## src/rtl/xpat_err_sweep_ctrl.sv

```systemverilog
// xpat_err_sweep_ctrl: sweeps every input vector through an external approximate adder and scores it against exact addition.
// Optional total-error accumulator and err_sum port enabled by defining XPAT_ERR_SUM_EN.
module xpat_err_sweep_ctrl #(
    parameter int N_IN    = 4,
    parameter int N_OUT   = 3,
    parameter int ET      = 0,
    parameter int DUT_LAT = 0
) (
    input  logic              clk,
    input  logic              rst,
    input  logic              start,
    input  logic              abort,
    output logic              busy,
    output logic              done,
    output logic              pass,
    output logic [N_IN-1:0]   dut_in,
    input  logic [N_OUT-1:0]  dut_out,
    output logic [N_OUT-1:0]  max_err,
    output logic [N_IN:0]     err_cnt,
    output logic              fail_valid,
    output logic [N_IN-1:0]   fail_vec
`ifdef XPAT_ERR_SUM_EN
    ,
    output logic [2*N_IN:0]   err_sum
`endif
);
    localparam int H  = N_IN / 2;
    localparam int PW = 1 + N_IN + N_OUT;

    typedef enum logic [1:0] {IDLE, SWEEP, DRAIN, DONE} state_t;

    state_t             state;
    logic [2:0]         dcnt;
    logic               go;
    logic [N_OUT-1:0]   exact;
    logic [PW-1:0]      s0;
    logic [PW-1:0]      al;
    logic               al_v;
    logic [N_IN-1:0]    al_vec;
    logic [N_OUT-1:0]   al_sum;
    logic [N_OUT-1:0]   diff;
    logic               er_v;
    logic [N_OUT-1:0]   er;
    logic [N_IN-1:0]    er_vec;

    assign go     = start & ~abort & (state == IDLE || state == DONE);
    assign busy   = state == SWEEP || state == DRAIN;
    assign pass   = state == DONE && !fail_valid;
    assign exact  = N_OUT'(dut_in[H-1:0]) + N_OUT'(dut_in[N_IN-1:H]);
    assign s0     = {state == SWEEP, dut_in, exact};
    assign al_v   = al[PW-1];
    assign al_vec = al[N_OUT +: N_IN];
    assign al_sum = al[N_OUT-1:0];
    assign diff   = al_sum >= dut_out ? al_sum - dut_out : dut_out - al_sum;

    // The issued vector and its exact sum travel with the adder latency so they meet dut_out
    generate
        if (DUT_LAT == 0) begin : g_nolat
            assign al = s0;
        end else begin : g_lat
            logic [PW-1:0] sr [DUT_LAT];
            always_ff @(posedge clk) begin
                if (rst || abort) begin
                    for (int i = 0; i < DUT_LAT; i++) sr[i] <= '0;
                end else begin
                    sr[0] <= s0;
                    for (int i = 1; i < DUT_LAT; i++) sr[i] <= sr[i-1];
                end
            end
            assign al = sr[DUT_LAT-1];
        end
    endgenerate

    always_ff @(posedge clk) begin
        if (rst || abort) begin
            er_v   <= 1'b0;
            er     <= '0;
            er_vec <= '0;
        end else begin
            er_v   <= al_v;
            er     <= al_v ? diff : '0;
            er_vec <= al_vec;
        end
    end

    always_ff @(posedge clk) begin
        if (rst) begin
            state      <= IDLE;
            dut_in     <= '0;
            dcnt       <= '0;
            done       <= 1'b0;
            max_err    <= '0;
            err_cnt    <= '0;
            fail_valid <= 1'b0;
            fail_vec   <= '0;
`ifdef XPAT_ERR_SUM_EN
            err_sum    <= '0;
`endif
        end else begin
            done <= 1'b0;
            if (abort) begin
                state  <= IDLE;
                dut_in <= '0;
            end else begin
                case (state)
                    IDLE, DONE: if (start) begin
                        state  <= SWEEP;
                        dut_in <= '0;
                    end
                    SWEEP: if (&dut_in) begin
                        state <= DRAIN;
                        dcnt  <= '0;
                    end else begin
                        dut_in <= dut_in + N_IN'(1);
                    end
                    DRAIN: if (dcnt == 3'(DUT_LAT)) begin
                        state <= DONE;
                        done  <= 1'b1;
                    end else begin
                        dcnt <= dcnt + 3'd1;
                    end
                    default: state <= IDLE;
                endcase
            end
            if (go) begin
                max_err    <= '0;
                err_cnt    <= '0;
                fail_valid <= 1'b0;
                fail_vec   <= '0;
`ifdef XPAT_ERR_SUM_EN
                err_sum    <= '0;
`endif
            end else if (er_v) begin
                if (er > max_err) max_err <= er;
                if (|er) err_cnt <= err_cnt + (N_IN+1)'(1);
                if (!fail_valid && int'(er) > ET) begin
                    fail_valid <= 1'b1;
                    fail_vec   <= er_vec;
                end
`ifdef XPAT_ERR_SUM_EN
                err_sum <= err_sum + (2*N_IN+1)'(er);
`endif
            end
        end
    end
endmodule

```

## config.mk

```make
export PLATFORM = sky130hd
export DESIGN_NAME = xpat_err_sweep_ctrl
export DESIGN_NICKNAME = d
export VERILOG_FILES = /design/src/rtl/xpat_err_sweep_ctrl.sv
export SDC_FILE = /design/constraint.sdc
export NUM_CORES = 1
export LEC_CHECK = 0
export ABC_CLOCK_PERIOD_IN_PS = 2300
export BUFFER_PORTS_ARGS = -buffer_cell sky130_fd_sc_hd__buf_4
export CAP_MARGIN = 5
export CORE_ASPECT_RATIO = 0.6
export CORE_MARGIN = 8
export CORE_UTILIZATION = 50
export CTS_BUF_LIST = sky130_fd_sc_hd__clkbuf_16
export DETAILED_ROUTE_END_ITERATION = 12
export GPL_TIMING_DRIVEN = 0
export PLACE_DENSITY = 0.83
export SLEW_MARGIN = 10
export SYNTH_ARGS = -nofsm -noshare
export SYNTH_HDL_FRONTEND = slang
export SYNTH_SLANG_ARGS = --single-unit
```

## constraint.sdc

```tcl
create_clock -name clk -period 2.3 [get_ports clk]
set_clock_uncertainty 0.1 [all_clocks]
set_input_delay 0.46 -clock clk [delete_from_list [all_inputs] [get_ports clk]]
set_output_delay 0.46 -clock clk [all_outputs]
set_load 0.01 [all_outputs]
```

==> results by group <==
Floorplanning
  • Top Ports: 27
  • Initial Util: 51.3%
  • Die Y-Extent: 60.3 um
  • FP Rows: 16
  • Die area: 5410 um2
  • Die Width: 89.8 um
  • Core Area: 3180 um2

STA
  • Fin crit share: 98.5%
  • Min Tclk post-route: 2260 ps
  • RSZ-0062 raised after global routing: yes
  • Fin Setup TNS: 0 ps
  • Fmax: 442 MHz
  • Worst setup margin: 35.3 ps
  • Worst-Margin Slew: 556 ps
  • Hold Fails Final Rpt: 0
  • Max-slew violation count: 0
  • Setup violations, final: 0
  • Slew HR: 62.5%

GRT
  • Met2 GRT Util: 22.2%
  • Layer with the highest usage: met2
  • Largest net degree at the start of global routing: 11
  • M3 GR Usage: 6.64%
  • Met1 Use GR: 17.6%
  • Initial antenna violation count: 0
  • Gr usage total: 14.2%
  • First-pass GRT wire length: 6160 um
  • Total congestion overflow: 0
  • Vias in the first global route: roughly 1300

Placement
  • Gpl congestion: roughly 0.83
  • Dpl cells: 253
  • Pre-CTS setup slack: -180 ps
  • PortBufs: 26
  • DP Area: 1900 um2
  • DPL Wire Length: 2620 um

Synth
  • Cell taking the most area after synthesis: dfxtp_1
  • Synthesis Warnings: 0
  • Synth unique cells: 39
  • Synthesis-stage register bit count: 31
  • Number of synthesized flops with an enable pin: 0
  • Cell with the most instances after synthesis: dfxtp_1
  • Ys async rst share: 0%
  • Netlist Area Pre-Place: 1630 um2
  • Top cell type's share of synthesized area: 38.0%
  • Top_reg_cell synth: dfxtp_1
  • Post-synthesis sequential area ratio: 38.0%
  • Top cells by area, synth: dfxtp_1, ha_1, inv_1
  • Syn Nets: about 210
  • Synth top cells by count: dfxtp_1, inv_1, nor2_1, ha_1, nand2_1
  • Mapped Cells: 182
  • Post-Syn Area per Cell: 8.98 um2

Clocking
  • Worst-Skew Late Latency: 270 ps
  • Max Root-Sink Buffers: 2
  • CTS Root Buffer Type: clkbuf_16
  • H-tree depth: 2
  • Clk sinks: 31
  • Clk slew on worst S/H paths: 50 ps
  • Num CTS Buffers: 5
  • TritonCTS clock tree: done
  • Hold_buf cts: 0

Detailed routing
  • Via/cell ratio: approximately 5.2
  • Detailed-route DRC error count: 0
  • DRT iter0 DRCs: 54
  • Total wire length: ~3700 um
  • Detailed-route wire length per cell: 14.0 um
  • Initial DRT Pass Iterations: 4
  • Post-route ant nets: 0
  • Via count: 1365

Critical path
  • Crit path kind: register to register
  • Worst Path Arrival: 2350 ps
  • Required @ worst endpoint: 2380 ps
  • Setup crit start kind: register
  • CP Capture Type: register
  • CP max FO: 2

Run
  • Max Cap Viol: 0

Final layout
  • Design area: 2100 um2
  • Multi-input combinational cell area: 943 um2
  • Register area: 633 um2
  • Antenna cell count: 0
  • Final net count: 244
  • # fillers: about 250
  • Fin cells: about 260
  • Synth-to-layout area growth: 28.6%
  • Util after Layout: 66.0%
  • Layout cells sized above 1: 24.2%

Run status
  • Outcome: completed

Power
  • P_leak: 0.000906 uW
  • Pwr/cell area: between 600 and 700 nW/um2
  • Worst vdd rail ir drop: 0.000395 V

Worst hold path
  • Type of the worst min-delay path: input port to register
-- placed cells by master, fill, tap and decap left out, drive strengths merged --
master	count
buf	33
o31a	1
or2	1
nor3	2
a311oi	1
inv	23
o21ai	8
dfxtp	31
nand4	5
ha	16
a211oi	4
o211a	1
o211ai	2
a221oi	1
nand2b	3
nand3	8
nand4b	1
a21oi	8
a31oi	1
xnor2	1
nand2	10
mux2	1
clkbuf	6
mux2i	7
clkinvlp	1
and3b	1
o31ai	1
or3	1
a41o	1
xor2	3
clkinv	2
and2	2
a32o	1
o21bai	1
nor2b	6
nor2	19
fa	3
nor4b	2
-- metrics by stage --
stage          hold WS, ps  total power, uW
2_1_floorplan          340              617
3_3_place_gp           346              646
3_5_place_dp           376              648
4_1_cts                290             1260
5_1_grt                296             1310
6_report               294             1260
-- logic make-up (layout without fill, tap and decap cells) --
logic type	count (synthesis)	in the layout	synth area share (%)
compound gates	31	31	13.2
simple gates	61	61	19.1
buf+inv	28	65	6.74
flops	31	31	38.0
fa+ha+maj	19	19	15.9
mux	8	8	4.98
xor+xnor	4	4	2.14
-- layout make-up --
| cell class | count | area share, % |
|---|---|---|
| plain buffers | 5 | 1.13 |
| clock buffers | 5 | 5.96 |
| clock inverters | 3 | 0.715 |
| inverters | 23 | 4.11 |
| multi-input cells | 123 | 44.9 |
| flip-flops and latches | 31 | 30.1 |
| well taps | 45 | 2.68 |
| repair buffers | 29 | 10.4 |
-- worst max-delay path, stage by stage (launching register included) --
cell	delay (ps)
dfxtp_4	340
ha_1	140
inv_1	50
fa_1	520
inv_2	70
ha_4	260
inv_1	40
o21ai_2	130
mux2_4	330
a211oi_4	210
-- per-layer routing --
layer,wire (um),up-vias
met2,1590,38
met3,304,0
met5,0,-
met1,1800,637
met4,0,0
li1,-,690
-- timing repair --
action	4_1_cts	5_1_grt
gates resized for setup	5	4
pin swaps	3	2
endpoints found under the setup margin	1	2
buffers inserted	3	0
-- path summary, 6_finish.rpt --
path | startpoint | end | slack (ps) | cells after the start
setup / recovery | dut_in[2] | er[2] | 40 | 9
hold / removal | rst | dcnt[1] | 290 | 2
setup reg to reg | dut_in[2] | er[2] | 40 | 9
hold reg to reg | er_vec[1] | fail_vec[1] | 370 | 2
-- where the power goes --
| part | internal, uW | total, uW | switching [uW] |
|---|---|---|---|
| sequential | 539 | 544 | 4.91 |
| clock | 392 | 617 | 224 |
| combinational | 40.8 | 102 | 61.3 |
| total | 972 | 1260 | 291 |
-- state kept, by name, summed over array words and instances, names as in the netlist, 2 cells and up --
signal	count
dcnt	3
dut_in	4
er	3
er_vec	4
err_cnt	5
fail_vec	4
max_err	3
state	2
(Power assumes the default switching activity.)
